==> src/rtl/wb_pkg.sv <==
// Shared types and helpers for the write-back arbiter: default pointer width,
// the queued write request record, and the one-hot decode used for busy masks.
package wb_pkg;

    localparam int WB_PW   = 4;
    localparam int WB_NREG = 2 ** WB_PW;

    typedef struct packed {
        logic [WB_PW-1:0] addr;
        logic [7:0]       dat;
    } wb_req_t;

    function automatic logic [WB_NREG-1:0] onehot(input logic [WB_PW-1:0] a);
        logic [WB_NREG-1:0] v;
        v    = '0;
        v[a] = 1'b1;
        return v;
    endfunction

endpackage

==> src/rtl/wb_fifo.sv <==
// In-order deferral FIFO for ALU results that lose the write port; exposes
// per-entry valid/address so the parent can build the pending-write mask.
module wb_fifo
    import wb_pkg::*;
#(
    parameter  int DEPTH = 4,
    localparam int AW    = $clog2(DEPTH),
    localparam int CW    = AW + 1
) (
    input  logic                   clk,
    input  logic                   reset,
    input  logic                   i_push,
    input  wb_req_t                i_push_req,
    input  logic                   i_pop,
    output wb_req_t                o_head,
    output logic [CW-1:0]          o_count,
    output logic [DEPTH-1:0]       o_ent_vld,
    output logic [DEPTH*WB_PW-1:0] o_ent_addr
);

    wb_req_t       r_mem [DEPTH];
    logic [AW-1:0] r_wptr;
    logic [AW-1:0] r_rptr;
    logic [CW-1:0] r_count;

    // Payload storage carries no reset; validity comes from pointers and count.
    always_ff @(posedge clk) begin
        if (i_push) begin
            r_mem[r_wptr] <= i_push_req;
        end
    end

    always_ff @(posedge clk or posedge reset) begin
        if (reset) begin
            r_wptr  <= '0;
            r_rptr  <= '0;
            r_count <= '0;
        end else begin
            if (i_push) begin
                r_wptr <= r_wptr + AW'(1);
            end
            if (i_pop) begin
                r_rptr <= r_rptr + AW'(1);
            end
            case ({i_push, i_pop})
                2'b10:   r_count <= r_count + CW'(1);
                2'b01:   r_count <= r_count - CW'(1);
                default: r_count <= r_count;
            endcase
        end
    end

    assign o_head  = r_mem[r_rptr];
    assign o_count = r_count;

    // An entry is live when its distance from the read pointer is below count.
    for (genvar i = 0; i < DEPTH; i++) begin : g_ent
        logic [AW-1:0] w_off;
        assign w_off                         = AW'(i) - r_rptr;
        assign o_ent_vld[i]                  = (CW'(w_off) < r_count);
        assign o_ent_addr[i*WB_PW +: WB_PW]  = r_mem[i].addr;
    end

endmodule

==> src/rtl/wb_arbiter.sv <==
// Write-back arbiter: load returns own the register-file write port, colliding
// ALU results wait in a FIFO, and a busy mask reports every pending destination.
module wb_arbiter
    import wb_pkg::*;
#(
    parameter  int PW    = WB_PW,
    parameter  int DEPTH = 4,
    localparam int NREG  = 2 ** PW,
    localparam int CW    = $clog2(DEPTH) + 1
) (
    input  logic            clk,
    input  logic            reset,
    input  logic            alu_valid,
    input  logic [PW-1:0]   alu_addr,
    input  logic [7:0]      alu_dat,
    output logic            alu_ready,
    input  logic            ld_issue,
    input  logic [PW-1:0]   ld_addr,
    input  logic [7:0]      mem_dat,
    output logic            wr_en,
    output logic [PW:0]     wr_addr,
    output logic [7:0]      wb_dat,
    output logic [NREG-1:0] busy_mask,
    output logic            err
);

    logic          r_ld_pend;
    logic [PW-1:0] r_ld_dst;
    logic          r_wr_en;
    logic [PW-1:0] r_wr_addr;
    logic [7:0]    r_wb_dat;
    logic          r_err;

    logic                   w_alu_ready;
    logic                   w_alu_acc;
    logic                   w_fifo_empty;
    logic                   w_push;
    logic                   w_pop;
    logic                   w_sel_vld;
    wb_req_t                w_sel;
    wb_req_t                w_alu_req;
    wb_req_t                w_head;
    logic [CW-1:0]          w_count;
    logic [DEPTH-1:0]       w_ent_vld;
    logic [DEPTH*PW-1:0]    w_ent_addr;
    logic [NREG-1:0]        w_busy;

    wb_fifo #(
        .DEPTH (DEPTH)
    ) u_fifo (
        .clk        (clk),
        .reset      (reset),
        .i_push     (w_push),
        .i_push_req (w_alu_req),
        .i_pop      (w_pop),
        .o_head     (w_head),
        .o_count    (w_count),
        .o_ent_vld  (w_ent_vld),
        .o_ent_addr (w_ent_addr)
    );

    // Ready is held low through reset so nothing is accepted into a clearing FIFO.
    assign w_alu_ready  = !reset && (w_count < CW'(DEPTH));
    assign w_alu_acc    = alu_valid && w_alu_ready;
    assign w_fifo_empty = (w_count == '0);
    assign w_alu_req    = '{addr: alu_addr, dat: alu_dat};

    // Priority: load return, then FIFO head, then direct ALU bypass.
    always_comb begin
        w_push    = 1'b0;
        w_pop     = 1'b0;
        w_sel_vld = 1'b0;
        w_sel     = w_head;
        if (r_ld_pend) begin
            w_sel_vld = 1'b1;
            w_sel     = '{addr: r_ld_dst, dat: mem_dat};
            w_push    = w_alu_acc;
        end else if (!w_fifo_empty) begin
            w_sel_vld = 1'b1;
            w_sel     = w_head;
            w_pop     = 1'b1;
            w_push    = w_alu_acc;
        end else if (w_alu_acc) begin
            w_sel_vld = 1'b1;
            w_sel     = w_alu_req;
        end
    end

    always_ff @(posedge clk or posedge reset) begin
        if (reset) begin
            r_ld_pend <= 1'b0;
            r_ld_dst  <= '0;
        end else begin
            r_ld_pend <= ld_issue;
            r_ld_dst  <= ld_addr;
        end
    end

    always_ff @(posedge clk or posedge reset) begin
        if (reset) begin
            r_wr_en   <= 1'b0;
            r_wr_addr <= '0;
            r_wb_dat  <= '0;
        end else begin
            r_wr_en <= w_sel_vld;
            if (w_sel_vld) begin
                r_wr_addr <= w_sel.addr;
                r_wb_dat  <= w_sel.dat;
            end
        end
    end

    always_ff @(posedge clk or posedge reset) begin
        if (reset) begin
            r_err <= 1'b0;
        end else if (alu_valid && !w_alu_ready) begin
            r_err <= 1'b1;
        end
    end

    always_comb begin
        w_busy = '0;
        if (r_ld_pend) begin
            w_busy = w_busy | onehot(r_ld_dst);
        end
        for (int i = 0; i < DEPTH; i++) begin
            if (w_ent_vld[i]) begin
                w_busy = w_busy | onehot(w_ent_addr[i*PW +: PW]);
            end
        end
        if (r_wr_en) begin
            w_busy = w_busy | onehot(r_wr_addr);
        end
    end

    assign alu_ready = w_alu_ready;
    assign wr_en     = r_wr_en;
    assign wr_addr   = {1'b0, r_wr_addr};
    assign wb_dat    = r_wb_dat;
    assign busy_mask = w_busy;
    assign err       = r_err;

endmodule

==> config.mk <==
export PLATFORM = sky130hd
export DESIGN_NAME = wb_arbiter
export DESIGN_NICKNAME = d
export VERILOG_FILES = /design/src/rtl/wb_pkg.sv /design/src/rtl/wb_fifo.sv /design/src/rtl/wb_arbiter.sv
export SDC_FILE = /design/constraint.sdc
export NUM_CORES = 1
export LEC_CHECK = 0
export BUFFER_PORTS_ARGS = -buffer_cell sky130_fd_sc_hd__buf_2
export CAP_MARGIN = 30
export CORE_AREA = 2 2 114 116
export CTS_BUF_LIST = sky130_fd_sc_hd__clkbuf_8 sky130_fd_sc_hd__clkbuf_16
export DETAILED_ROUTE_END_ITERATION = 10
export DIE_AREA = 0 0 116 118
export GPL_ROUTABILITY_DRIVEN = 0
export GPL_TIMING_DRIVEN = 0
export PLACE_DENSITY = 0.54
export SLEW_MARGIN = 20
export SYNTH_ARGS = -nofsm -noshare
export SYNTH_HDL_FRONTEND = slang
export SYNTH_SLANG_ARGS = --single-unit
==> constraint.sdc <==
create_clock -name clk -period 2.1 [get_ports clk]
set_clock_uncertainty 0.15 [all_clocks]
set_input_delay 0.105 -clock clk [delete_from_list [all_inputs] [get_ports clk]]
set_output_delay 0.105 -clock clk [all_outputs]
set_load 0.005 [all_outputs]
# Word level (Yosys, flattened, before mapping)
# Memories as Yosys holds them, arrays and structs flattened.
# Index checks and enable logic that the tools add are counted.
[totals]
reg_bits = 26
latch_bits = 0
mem_bits_rw = 48
mem_bits_ro = 0
inputBits = 28
out_inout_bits = 32
word_cells = 86
n_memories = 1
[mem_list]
columns = ["name", "words", "width", "read_ports", "rd_clocked_by_memory_dff", "wr", "line", "rtl"]
rows = [
  ["u_fifo.r_mem", 4, 12, 5, 0, 1, "wb_fifo.sv:21", "wb_req_t r_mem [DEPTH];"],
]
[classes]
addsub = 8
mul = 0
div_mod_pow = 0
n_lt_le_gt_ge = 17
eq_ne = 2
n_shift = 0
muxes = 31
n_bitwise = 5
n_reduce_logical = 13
[ops]
columns = ["operator", "count"]
rows = [
  ["2-to-1 mux 16 bit", 6],
  ["OR 16 bit", 5],
  ["2-to-1 mux 12 bit", 3],
  ["less-than comparator 4 x 5 -> 1 bit (second input constant)", 6],
  ["demux 1 bit (select 4 bit)", 6],
  [">= comparator 4 x 1 -> 1 bit (second input constant)", 6],
  ["2-to-1 mux 1 bit", 15],
  ["less-than comparator 2 x 3 -> 1 bit", 4],
  ["logical AND 1 bit", 9],
  ["case mux 3 bit (2 select lines)", 1],
  ["adder 2 x 1 -> 2 bit (second input constant)", 2],
  ["subtractor 1 x 2 -> 2 bit (first input constant)", 2],
  ["subtractor 2 bit (first input constant)", 2],
  ["adder 3 x 1 -> 3 bit (second input constant)", 1],
  ["zero test 3 bit", 1],
  ["less-than comparator 3 bit (second input constant)", 1],
  ["subtractor 3 x 1 -> 3 bit (second input constant)", 1],
  ["== test 2 x 1 -> 1 bit (second input constant)", 1],
  ["== test 2 bit (second input constant)", 1],
  ["zero test 1 bit", 2],
  ["nonzero test 2 bit", 1],
]

# Depth between registers and ports, before layout
# Gate-level depths: netlist (run 1).
[logic_depth]
ltp_word = 15
depth_mapped = 11
ltp_nobuf = 9

# Modules after synthesis
# From an unflattened synthesis (run 1), not the netlist that was laid out.
[hier_totals]
hier_cells = 345
area_unflattened_um2 = 4165.2
[modules_own_cells]
columns = ["module", "instances", "cells_each", "area_each_um2", "seq_area_each_um2"]
rows = [
  ["wb_fifo", 1, 131, 2404.8, 1616.6],
  ["wb_arbiter", 1, 214, 1760.4, 475.5],
]

# Worst setup path after synthesis (run 1)
# OpenSTA, ideal clock, no wires.
[synth_path]
path_type = "reg-to-output"
from = "register u_fifo.r_rptr[1]"
to = "output busy_mask[7]"
arrival_ps = 1999
required_ps = 1845
setup_slack_ps = -154
path_stages_with_launch = 9
n_path_buf = 1
path_cell_list = "dfrtp_1 -> buf_4 -> xnor2_1 -> inv_1 -> ha_1 -> nor2b_1 -> a2111oi_2 -> a32oi_1 -> o211ai_1"
[synth_between]
elab_chain_len = 11
elab_cells_between_ends = 17
cone_classes = "4 x add/sub; 4 x order compare; 5 x mux; 4 x bitwise"
[synth_lines]
columns = ["item", "line", "rtl"]
rows = [
  ["from (decl)", "wb_fifo.sv:23", "logic [AW-1:0] r_rptr;"],
  ["from (signal assigned)", "wb_fifo.sv:43", "r_rptr <= r_rptr + AW'(1);"],
  ["subtractor 1 x 2 -> 2 bit", "wb_fifo.sv:59", "assign w_off = AW'(i) - r_rptr;"],
  ["less-than comparator 2 x 3 -> 1 bit", "wb_fifo.sv:60", "assign o_ent_vld[i] = (CW'(w_off) < r_count);"],
  ["2-to-1 mux 16 bit", "wb_arbiter.sv:127", "if (w_ent_vld[i]) begin"],
  ["OR 16 bit", "wb_arbiter.sv:128", "w_busy = w_busy | onehot(w_ent_addr[i*PW +: PW]);"],
  ["2-to-1 mux 16 bit", "wb_arbiter.sv:127", ""],
  ["OR 16 bit", "wb_arbiter.sv:128", ""],
  ["2-to-1 mux 16 bit", "wb_arbiter.sv:127", ""],
  ["OR 16 bit", "wb_arbiter.sv:128", ""],
  ["2-to-1 mux 16 bit (*)", "wb_arbiter.sv:127", ""],
  ["OR 16 bit", "wb_arbiter.sv:132", "w_busy = w_busy | onehot(r_wr_addr);"],
  ["2-to-1 mux 16 bit (*)", "wb_arbiter.sv:131", "if (r_wr_en) begin"],
  ["to (decl)", "wb_arbiter.sv:23", "output logic [NREG-1:0] busy_mask,"],
]
# Mark *: on every way between the ends. The rest lies on a longest branch, timed or not.

# Worst setup path in the final report (run 1)
[layout_path]
from = "register u_fifo.r_rptr[0]"
to = "output busy_mask[6]"
# Same word-level chain as after synthesis.

==> results of run 1 <==
-- logic make-up after synthesis --
family                   after synthesis  share of synthesized area (%)
other                                  1                        0.08800
multiplexers                          12                          6.342
adder cells (fa/ha/maj)               10                          3.112
flip-flops                            74                          49.09
AO/OA/AOI/OAI                        110                          18.53
buffers and inverters                 36                          4.521
AND/OR/NAND/NOR                      124                          16.88
XOR/XNOR                               7                          1.439
-- flip-flops by register name, indices dropped and copies added (netlist names) --
name / count
r_wr_addr: 4
u_fifo.r_rptr: 2
u_fifo.r_wptr: 2
wb_dat: 8
u_fifo.r_mem: 48
err: 1
wr_en: 1
r_ld_dst: 4
u_fifo.o_count: 3
r_ld_pend: 1
-- stage by stage --
step	instance area (um2)	hold WS (ps)
after floorplan	4312	-13.57
after global placement	4817	64.55
after detailed placement	4845	46.02
after CTS	5695	254.7
after global routing	5851	262.2
final	5851	261.3
-- power by group --
group	leakage, nW	switching (W)	internal [W]
Combinational	1.26	0.00198	0.00191
Sequential	0.726	0.000189	0.00180
Clock	0.160	0.000621	0.00105
Total	2.14	0.00279	0.00476
-- worst max path at each step --
stage                   end  depth (start not counted)
2_1_floorplan  busy_mask[7]                          8
6_report       busy_mask[6]                         10
4_1_cts        busy_mask[5]                         10
3_3_place_gp   busy_mask[7]                          9
5_1_grt        busy_mask[6]                         10
3_5_place_dp   busy_mask[7]                          9
-- synth_stat cells, types with 2 or more instances --
cell	number	area, um2
a211oi_1	15	112.6
a22oi_1	2	15.01
a21boi_1	11	82.58
edfxtp_1	48	1441
nand2b_1	6	37.54
buf_6	5	56.30
xor2_1	2	17.52
a32oi_1	3	26.28
a21oi_1	9	45.04
xnor2_1	5	43.79
o21ai_1	3	15.01
inv_1	14	52.55
nand3_1	12	60.06
nand2_1	25	93.84
clkbuf_1	8	30.03
or2_2	3	18.77
o21ai_0	5	25.02
o31ai_1	12	90.09
nor2_1	12	45.04
a31oi_1	8	50.05
o211ai_1	9	67.56
a2111oi_2	2	30.03
mux4_2	12	270.3
and2_1	5	31.28
nor2b_1	27	168.9
nand3b_1	4	30.03
o2111ai_1	8	70.07
a21boi_0	2	15.01
buf_2	4	20.02
o22ai_1	16	100.1
dfrtp_1	26	650.6
ha_1	9	112.6
nand4_1	18	112.6
buf_4	4	30.03
-- repair_timing --
action / 4_1_cts / 5_1_grt
setup endpoints to repair: 66 / 23
hold endpoints to repair: 71 / 0
setup buffers: 9 / 9
cloned: 2 / 0
hold buffers: 27 / 0
pin swaps: 14 / 12
gates resized for setup: 43 / 17
-- metal layers --
metal  wire [um]  part of all wire, %
met4         388                  3.1
met1        5477                   43
met2        6201                   49
met5           0                    0
met3         572                  4.5
-- worst max-delay path, delay by kind of cell (launching register included) --
family / cells / cell delay (ps)
AO/OA/AOI/OAI: 3 / 500
adder cells (fa/ha/maj): 1 / 220
AND/OR/NAND/NOR: 1 / 130
XOR/XNOR: 1 / 210
flip-flops: 1 / 400
buffers and inverters: 4 / 560
-- layout make-up --
type	count	area, um2
timing repair buffer	106	752.0
clock buffer	9	225.2
clock inverter	7	101.3
tap	172	215.2
fill	1186	6564
inverter	15	56.30
sequential	74	2096
buffer	21	178.9
multi-input combinational	264	2226
==> run metrics, run 1 <==
maximum clock rate 384.4 MHz; P&R area growth vs syn 37.29%; most common cell after layout, fill and taps aside buf_2; failing checks negative setup slack; type of origin of the critical path flop; worst r2r src r_ld_pend; Leakage 2.142 nW; starting density of the core 34.33%; CP endpoint kind output port; vias in the first global route 3633; gr ovfl total 0; Critical-path top delay cell dfrtp_1; Setup TNS -6809 ps; Setup CP Type reg -> out; layout cells sized above 1 35.89%; Final Worst Setup Slack -501.3 ps; post-synthesis sequential area ratio 49.09%; final hold viol count 0; critical path peak fanout 8; IO Count 60; power density over the cells 1291 mW/mm2; WP data arrival 2350 ps; fin cells 668; met2 Resource Use GR 30.37%; CTS root buf clkbuf_16; Clk Latency, worst-skew pair 330 ps; initial antenna violation count 0; core outline area 0.01241 mm2; Port Buf Inserts 58; most frequent cells in the layout 61 x buf_2, 48 x edfxtp_1, 27 x dlygate4sd3_1; final WL 12640 um; max_cap viols 0; ys flop type edfxtp_1; post-layout util 47.13%; total track usage 18.32%; Yosys reg bits 74; CP cell instances buf_8 > xnor2_4 > inv_2 > ha_4 > nor2b_4 > a2111oi_4 > buf_4 > a22oi_2 > o211ai_1 > buf_2; RR Endpoint u_fifo.o_count[2]; Tmin final 2601 ps; Post-Syn Area 0.004262 mm2; clock slew at reported path FFs 60 ps; DIE WIDTH 116 um; syn nets 412; Placed Cells incl. Taps 605; Worst EP required 1850 ps; Routed Antenna Nets 0; diodes inserted 0; slew margin rel. 53.04%; max incr delay on CP 400 ps; met3 Usage GRT 3.090%; Worst Setup Slack post-DPL -490.0 ps; CTS tree done; HPWL after detailed placement 8724 um; Global Route met1 Usage 23.92%; R2R depth 9; largest net degree at the start of global routing 18; VDD IR max 0.7350 mV; Post-synth EDFFs 48; post-synth cell types 54; DRC viols 0; Yosys warnings 0; crit path from u_fifo.r_rptr[0]; total CTS buffers 9; Avg Vias per Cell 5.473; Setup violations, final 17; Total Nets Final 529; Total Power 0.007555 W; # rows 41; flop-to-flop setup slack -90 ps; first-pass GRT wire length 19220 um; grt peak-use layer met2; max-slew violation count 0; Post-Synthesis Cells 374; 1st-pass router iterations 5; part of the cycle the worst path needs 123.9%; 1st-iter DRT viols 377; worst min path class in -> async; RSZ-0062 raised after global routing true; CTS Buffer Depth 2; outcome finished, violations left; Avg Inst Size Synth 11.39 um2; WL/cell 18.92 um; detailed-route via count 3656; CTS H-tree lvls 3; Worst-Margin Slew 704.3 ps; asr flop ratio synth 35.14%; chip height 118 um; clock sinks 74; die area 0.01369 mm2
Power figures use the tool's default switching activity.
==> run 2: changes to the inputs <==
--- a/config.mk
+++ b/config.mk
@@ -7,13 +7,13 @@
 export LEC_CHECK = 0
 export BUFFER_PORTS_ARGS = -buffer_cell sky130_fd_sc_hd__buf_2
 export CAP_MARGIN = 30
-export CORE_AREA = 2 2 114 116
+export CORE_AREA = 2 2 99 101
 export CTS_BUF_LIST = sky130_fd_sc_hd__clkbuf_8 sky130_fd_sc_hd__clkbuf_16
 export DETAILED_ROUTE_END_ITERATION = 10
-export DIE_AREA = 0 0 116 118
+export DIE_AREA = 0 0 101 103
 export GPL_ROUTABILITY_DRIVEN = 0
 export GPL_TIMING_DRIVEN = 0
-export PLACE_DENSITY = 0.54
+export PLACE_DENSITY = 0.69
 export SLEW_MARGIN = 20
 export SYNTH_ARGS = -nofsm -noshare
 export SYNTH_HDL_FRONTEND = slang
==> run metrics, run 2 (synthesis results as in run 1) <==
outcome finished, violations left; failing checks negative setup slack; chip height 103 um; clock sinks 74; 1st-iter DRT viols 254; max_cap viols 0; met2 Resource Use GR 40.82%; core outline area 0.009459 mm2; vias in the first global route 3575; RR Endpoint u_fifo.o_count[1]; CP endpoint kind output port; WL/cell 20.08 um; WP data arrival 2400 ps; CTS Buffer Depth 2; Final Worst Setup Slack -557.1 ps; Port Buf Inserts 58; post-layout util 59.63%; Tmin final 2657 ps; most frequent cells in the layout 61 x buf_2, 48 x edfxtp_1, 27 x dlygate4sd3_1; Worst-Margin Slew 669.4 ps; slew margin rel. 55.38%; IO Count 60; die area 0.01040 mm2; Switch Pwr 0.002679 W; Hold WS 247.0 ps; largest net degree at the start of global routing 15; final WL 12310 um; Setup violations, final 16; Seq pwr share 28.6%; clock network power share 17.6%; Avg Vias per Cell 6.051; HPWL after detailed placement 8275 um; Critical Path End busy_mask[7]; # rows 36; CTS H-tree lvls 3; CTS tree done; RSZ-0062 raised after global routing true; switching part of the total 38.06%; Setup CP Type reg -> out; critical path peak fanout 4; layout cells sized above 1 34.07%; R2R depth 9; max-slew violation count 0; starting density of the core 45.05%; worst min path class in -> reg; Leakage 2.104 nW; gr ovfl total 0; detailed-route via count 3709; crit path from u_fifo.r_rptr[1]; clock slew at reported path FFs 80 ps; grt peak-use layer met2; P&R area growth vs syn 32.35%; part of the cycle the worst path needs 126.5%; DIE WIDTH 101 um; Gate power share 53.8%; power density over the cells 1248 mW/mm2; total CTS buffers 9; final hold viol count 0; Total Nets Final 532; total track usage 25.17%; diodes inserted 0; Clk Latency, worst-skew pair 350 ps; max reg flops 48; fillers 787; VDD IR max 0.5127 mV; flop-to-flop setup slack 0 ps; type of origin of the critical path flop; most common cell after layout, fill and taps aside buf_2; Internal Power 0.004359 W; Biggest register u_fifo.r_mem; Multi-input gate area 0.002171 mm2; Routed Antenna Nets 0; FF/Latch Area 0.002096 mm2; initial antenna violation count 0; DRC viols 0; CTS root buf clkbuf_8; worst r2r src u_fifo.o_count[0]; Global Route met1 Usage 34.18%; Worst EP required 1850 ps; maximum clock rate 376.4 MHz; 1st-pass router iterations 6; first-pass GRT wire length 19610 um; met3 Usage GRT 3.797%
[run 2: metal layers]
layer / wire length [um] / part of all wire (%)
met4: 313 / 2.5
met5: 0 / 0
met3: 828 / 6.7
met1: 5071 / 41
met2: 6097 / 50
[run 2: power groups by stage]
stage                     clock, W  sequential [W]  combinational, W
final                      0.00124         0.00201           0.00379
after global routing       0.00131         0.00204           0.00411
after CTS                  0.00126         0.00201           0.00355
after detailed placement         0         0.00205           0.00282
after global placement           0         0.00204           0.00274
after floorplan                  0         0.00199           0.00203
[run 2: critical path, stage by stage, from the launching register on]
cell	delay, ps
dfrtp_2	440
buf_12	150
xnor2_4	150
inv_2	60
ha_4	210
nor2b_4	130
a2111oi_4	470
a32oi_1	160
o211ai_1	120
buf_2	140
[run 2: timing repair]
item / 4_1_cts / 5_1_grt
cloned: 1 / 0
pin swaps: 17 / 11
endpoints found under the hold margin: 75 / 0
resized for setup: 38 / 17
hold buffers: 27 / 0
setup buffers: 13 / 9
setup endpoints to repair: 66 / 31
[run 2: layout make-up]
type                            count  area share, %
Clock buffer                       10          2.440
Multi-Input combinational cell    264          38.49
Inverter                           15          1.043
Timing Repair Buffer              109          13.58
Sequential cell                    74          37.16
Buffer                             21          3.194
Tap cell                          114          2.529
Clock inverter                      6          1.575
[run 2: how the worst min path moves through the flow]
stage               startpoint          end  slack [ps]  depth (start not counted)
global placement      ld_issue    r_ld_pend          60                          1
global route        ld_addr[3]  r_ld_dst[3]         240                          2
floorplan                reset          err         -10                          1
CTS                   ld_issue    r_ld_pend         220                          2
detailed placement    ld_issue    r_ld_pend          60                          1
finish              ld_addr[2]  r_ld_dst[2]         250                          2
[run 2: through the flow]
step	instances	setup WS [ps]	power (W)	area [um2]	TNS (ps)
after CTS	604	-533.0	0.006817	5520	-7196
after floorplan	374	3.184	0.004024	4312	0
after detailed placement	547	-446.3	0.004862	4760	-14080
final	613	-557.1	0.007038	5640	-7456
after global placement	546	-429.7	0.004779	4745	-12630
after global routing	613	-666.3	0.007460	5640	-9319
==> run 3: changes to the inputs <==
--- a/config.mk
+++ b/config.mk
@@ -18,3 +18,4 @@
 export SYNTH_ARGS = -nofsm -noshare
 export SYNTH_HDL_FRONTEND = slang
 export SYNTH_SLANG_ARGS = --single-unit
+export TNS_END_PERCENT = 50
==> run metrics, run 3 (synthesis results as in run 1) <==
slew margin rel. 55.78%; total CTS buffers 9; largest net degree at the start of global routing 15; P&R area growth vs syn 31.03%; power density over the cells 1250 mW/mm2; Multi-input gate area 0.002171 mm2; final WL 12230 um; Worst EP required 1850 ps; max reg flops 48; failing checks negative setup slack; HPWL after detailed placement 8275 um; CTS H-tree lvls 3; clock network power share 17.8%; Internal Power 0.004310 W; total track usage 25.17%; outcome finished, violations left; max_cap viols 0; CP endpoint kind output port; CTS Buffer Depth 2; placed inst area 0.004760 mm2; max-slew violation count 0; 1st-pass router iterations 5; Final Worst Setup Slack -600.6 ps; Placed Cells incl. Taps 547; Clk Latency, worst-skew pair 350 ps; Setup violations, final 18; Gate power share 53.4%; FF/Latch Area 0.002096 mm2; DRC viols 0; Leakage 2.060 nW; CTS tree done; worst min path class in -> reg; 1st-iter DRT viols 258; IO Count 60; Setup TNS -7624 ps; Tmin final 2701 ps; part of the cycle the worst path needs 128.6%; gr ovfl total 0; type of origin of the critical path flop; final hold viol count 0; WP data arrival 2450 ps; CTS root buf clkbuf_8; Setup CP Type reg -> out; Worst-Margin Slew 663.3 ps; vias in the first global route 3575; first-pass GRT wire length 19610 um; layout cells sized above 1 33.20%; Avg Vias per Cell 6.068; Worst Setup Slack post-DPL -446.3 ps; Biggest register u_fifo.r_mem; die area 0.01040 mm2; most frequent cells in the layout 61 x buf_2, 48 x edfxtp_1, 27 x dlygate4sd3_1; switching part of the total 38.27%; Routed Antenna Nets 0; DIE WIDTH 101 um; WL/cell 20.22 um; VDD IR max 0.5144 mV; critical path peak fanout 4; initial antenna violation count 0; Switch Pwr 0.002672 W; clock sinks 74; clock slew at reported path FFs 80 ps; maximum clock rate 370.3 MHz; fillers 793; RSZ-0062 raised after global routing true; Port Buf Inserts 58; most common cell after layout, fill and taps aside buf_2; fin cells 605; diodes inserted 0; # rows 36; Total Nets Final 524; core outline area 0.009459 mm2; Post-Layout Inst Area 0.005584 mm2; detailed-route via count 3671; chip height 103 um; starting density of the core 45.05%; Seq pwr share 28.8%
-- run 3: cell count changes in the layout (fill, tap and decap cells not counted) --
cell	previous run	this run
buf_8	3	2
and2_4	4	0
buf_4	22	12
buf_6	7	10
a211oi_1	10	9
and2_2	1	5
a211oi_2	4	5
-- run 3: worst paths after layout --
check	from	to	slack, ps	depth (start not counted)
worst max-delay path	u_fifo.r_rptr[1]	busy_mask[7]	-600	9
worst min-delay path	ld_addr[2]	r_ld_dst[2]	240	2
worst max register to register	u_fifo.o_count[2]	u_fifo.o_count[1]	-40	9
worst min register to register	wb_dat[0]	wb_dat[0]	330	2
max in group asynchronous	reset	wb_dat[5]	1010	4
min in group asynchronous	reset	u_fifo.o_count[2]	260	3
-- run 3: routing by layer --
metal  part of all wire, %  GRT usage, %  vias up  routed length (um)
met4                   2.8         10.29        0                 340
met1                    41         34.18     1751                5045
met5                     0             0        -                   0
met3                   7.1         3.797       35                 869
met2                    49         40.82      195                5975
li1                      -             -     1690                   -
-- run 3: per-stage QoR --
stage / hold WS [ps] / power (W) / util [%]
3_3_place_gp: 64.16 / 0.004779 / 50.16
3_5_place_dp: 64.81 / 0.004862 / 50.32
6_report: 243.6 / 0.006983 / 59.03
2_1_floorplan: -13.57 / 0.004024 / -
4_1_cts: 223.6 / 0.006817 / 58.36
5_1_grt: 237.0 / 0.007394 / 59.03
-- run 3: power by group through the flow --
stage	registers, W	logic [W]	clock network (W)
3_3_place_gp	0.00204	0.00274	0
3_5_place_dp	0.00205	0.00282	0
4_1_cts	0.00201	0.00355	0.00126
5_1_grt	0.00204	0.00405	0.00131
6_report	0.00201	0.00373	0.00124
2_1_floorplan	0.00199	0.00203	0
-- run 3: what timing repair did --
item                       in CTS  in global routing
hold endpoints to repair       75                  0
buffers inserted               13                  1
hold buffers                   27                  0
resized for setup              38                 15
cloned                          1                  0
setup endpoints to repair      66                 31
pin swaps                      17                  9
-- run 3: cell type report --
| class | count | share of cell area, % |
|---|---|---|
| Timing Repair Buffer | 101 | 12.64 |
| Clock buffer | 10 | 2.465 |
| Inverter | 15 | 1.053 |
| Sequential cell | 74 | 37.53 |
| Clock inverter | 6 | 1.591 |
| Multi-Input combinational cell | 264 | 38.88 |
| Tap cell | 114 | 2.554 |
| Buffer | 21 | 3.294 |
-- run 3: critical path: stages (launching register included) --
cell,delay [ps]
dfrtp_2,440
buf_12,150
xnor2_4,150
inv_2,60
ha_4,210
nor2b_4,130
a2111oi_4,490
a32oi_1,170
o211ai_1,130
buf_2,150
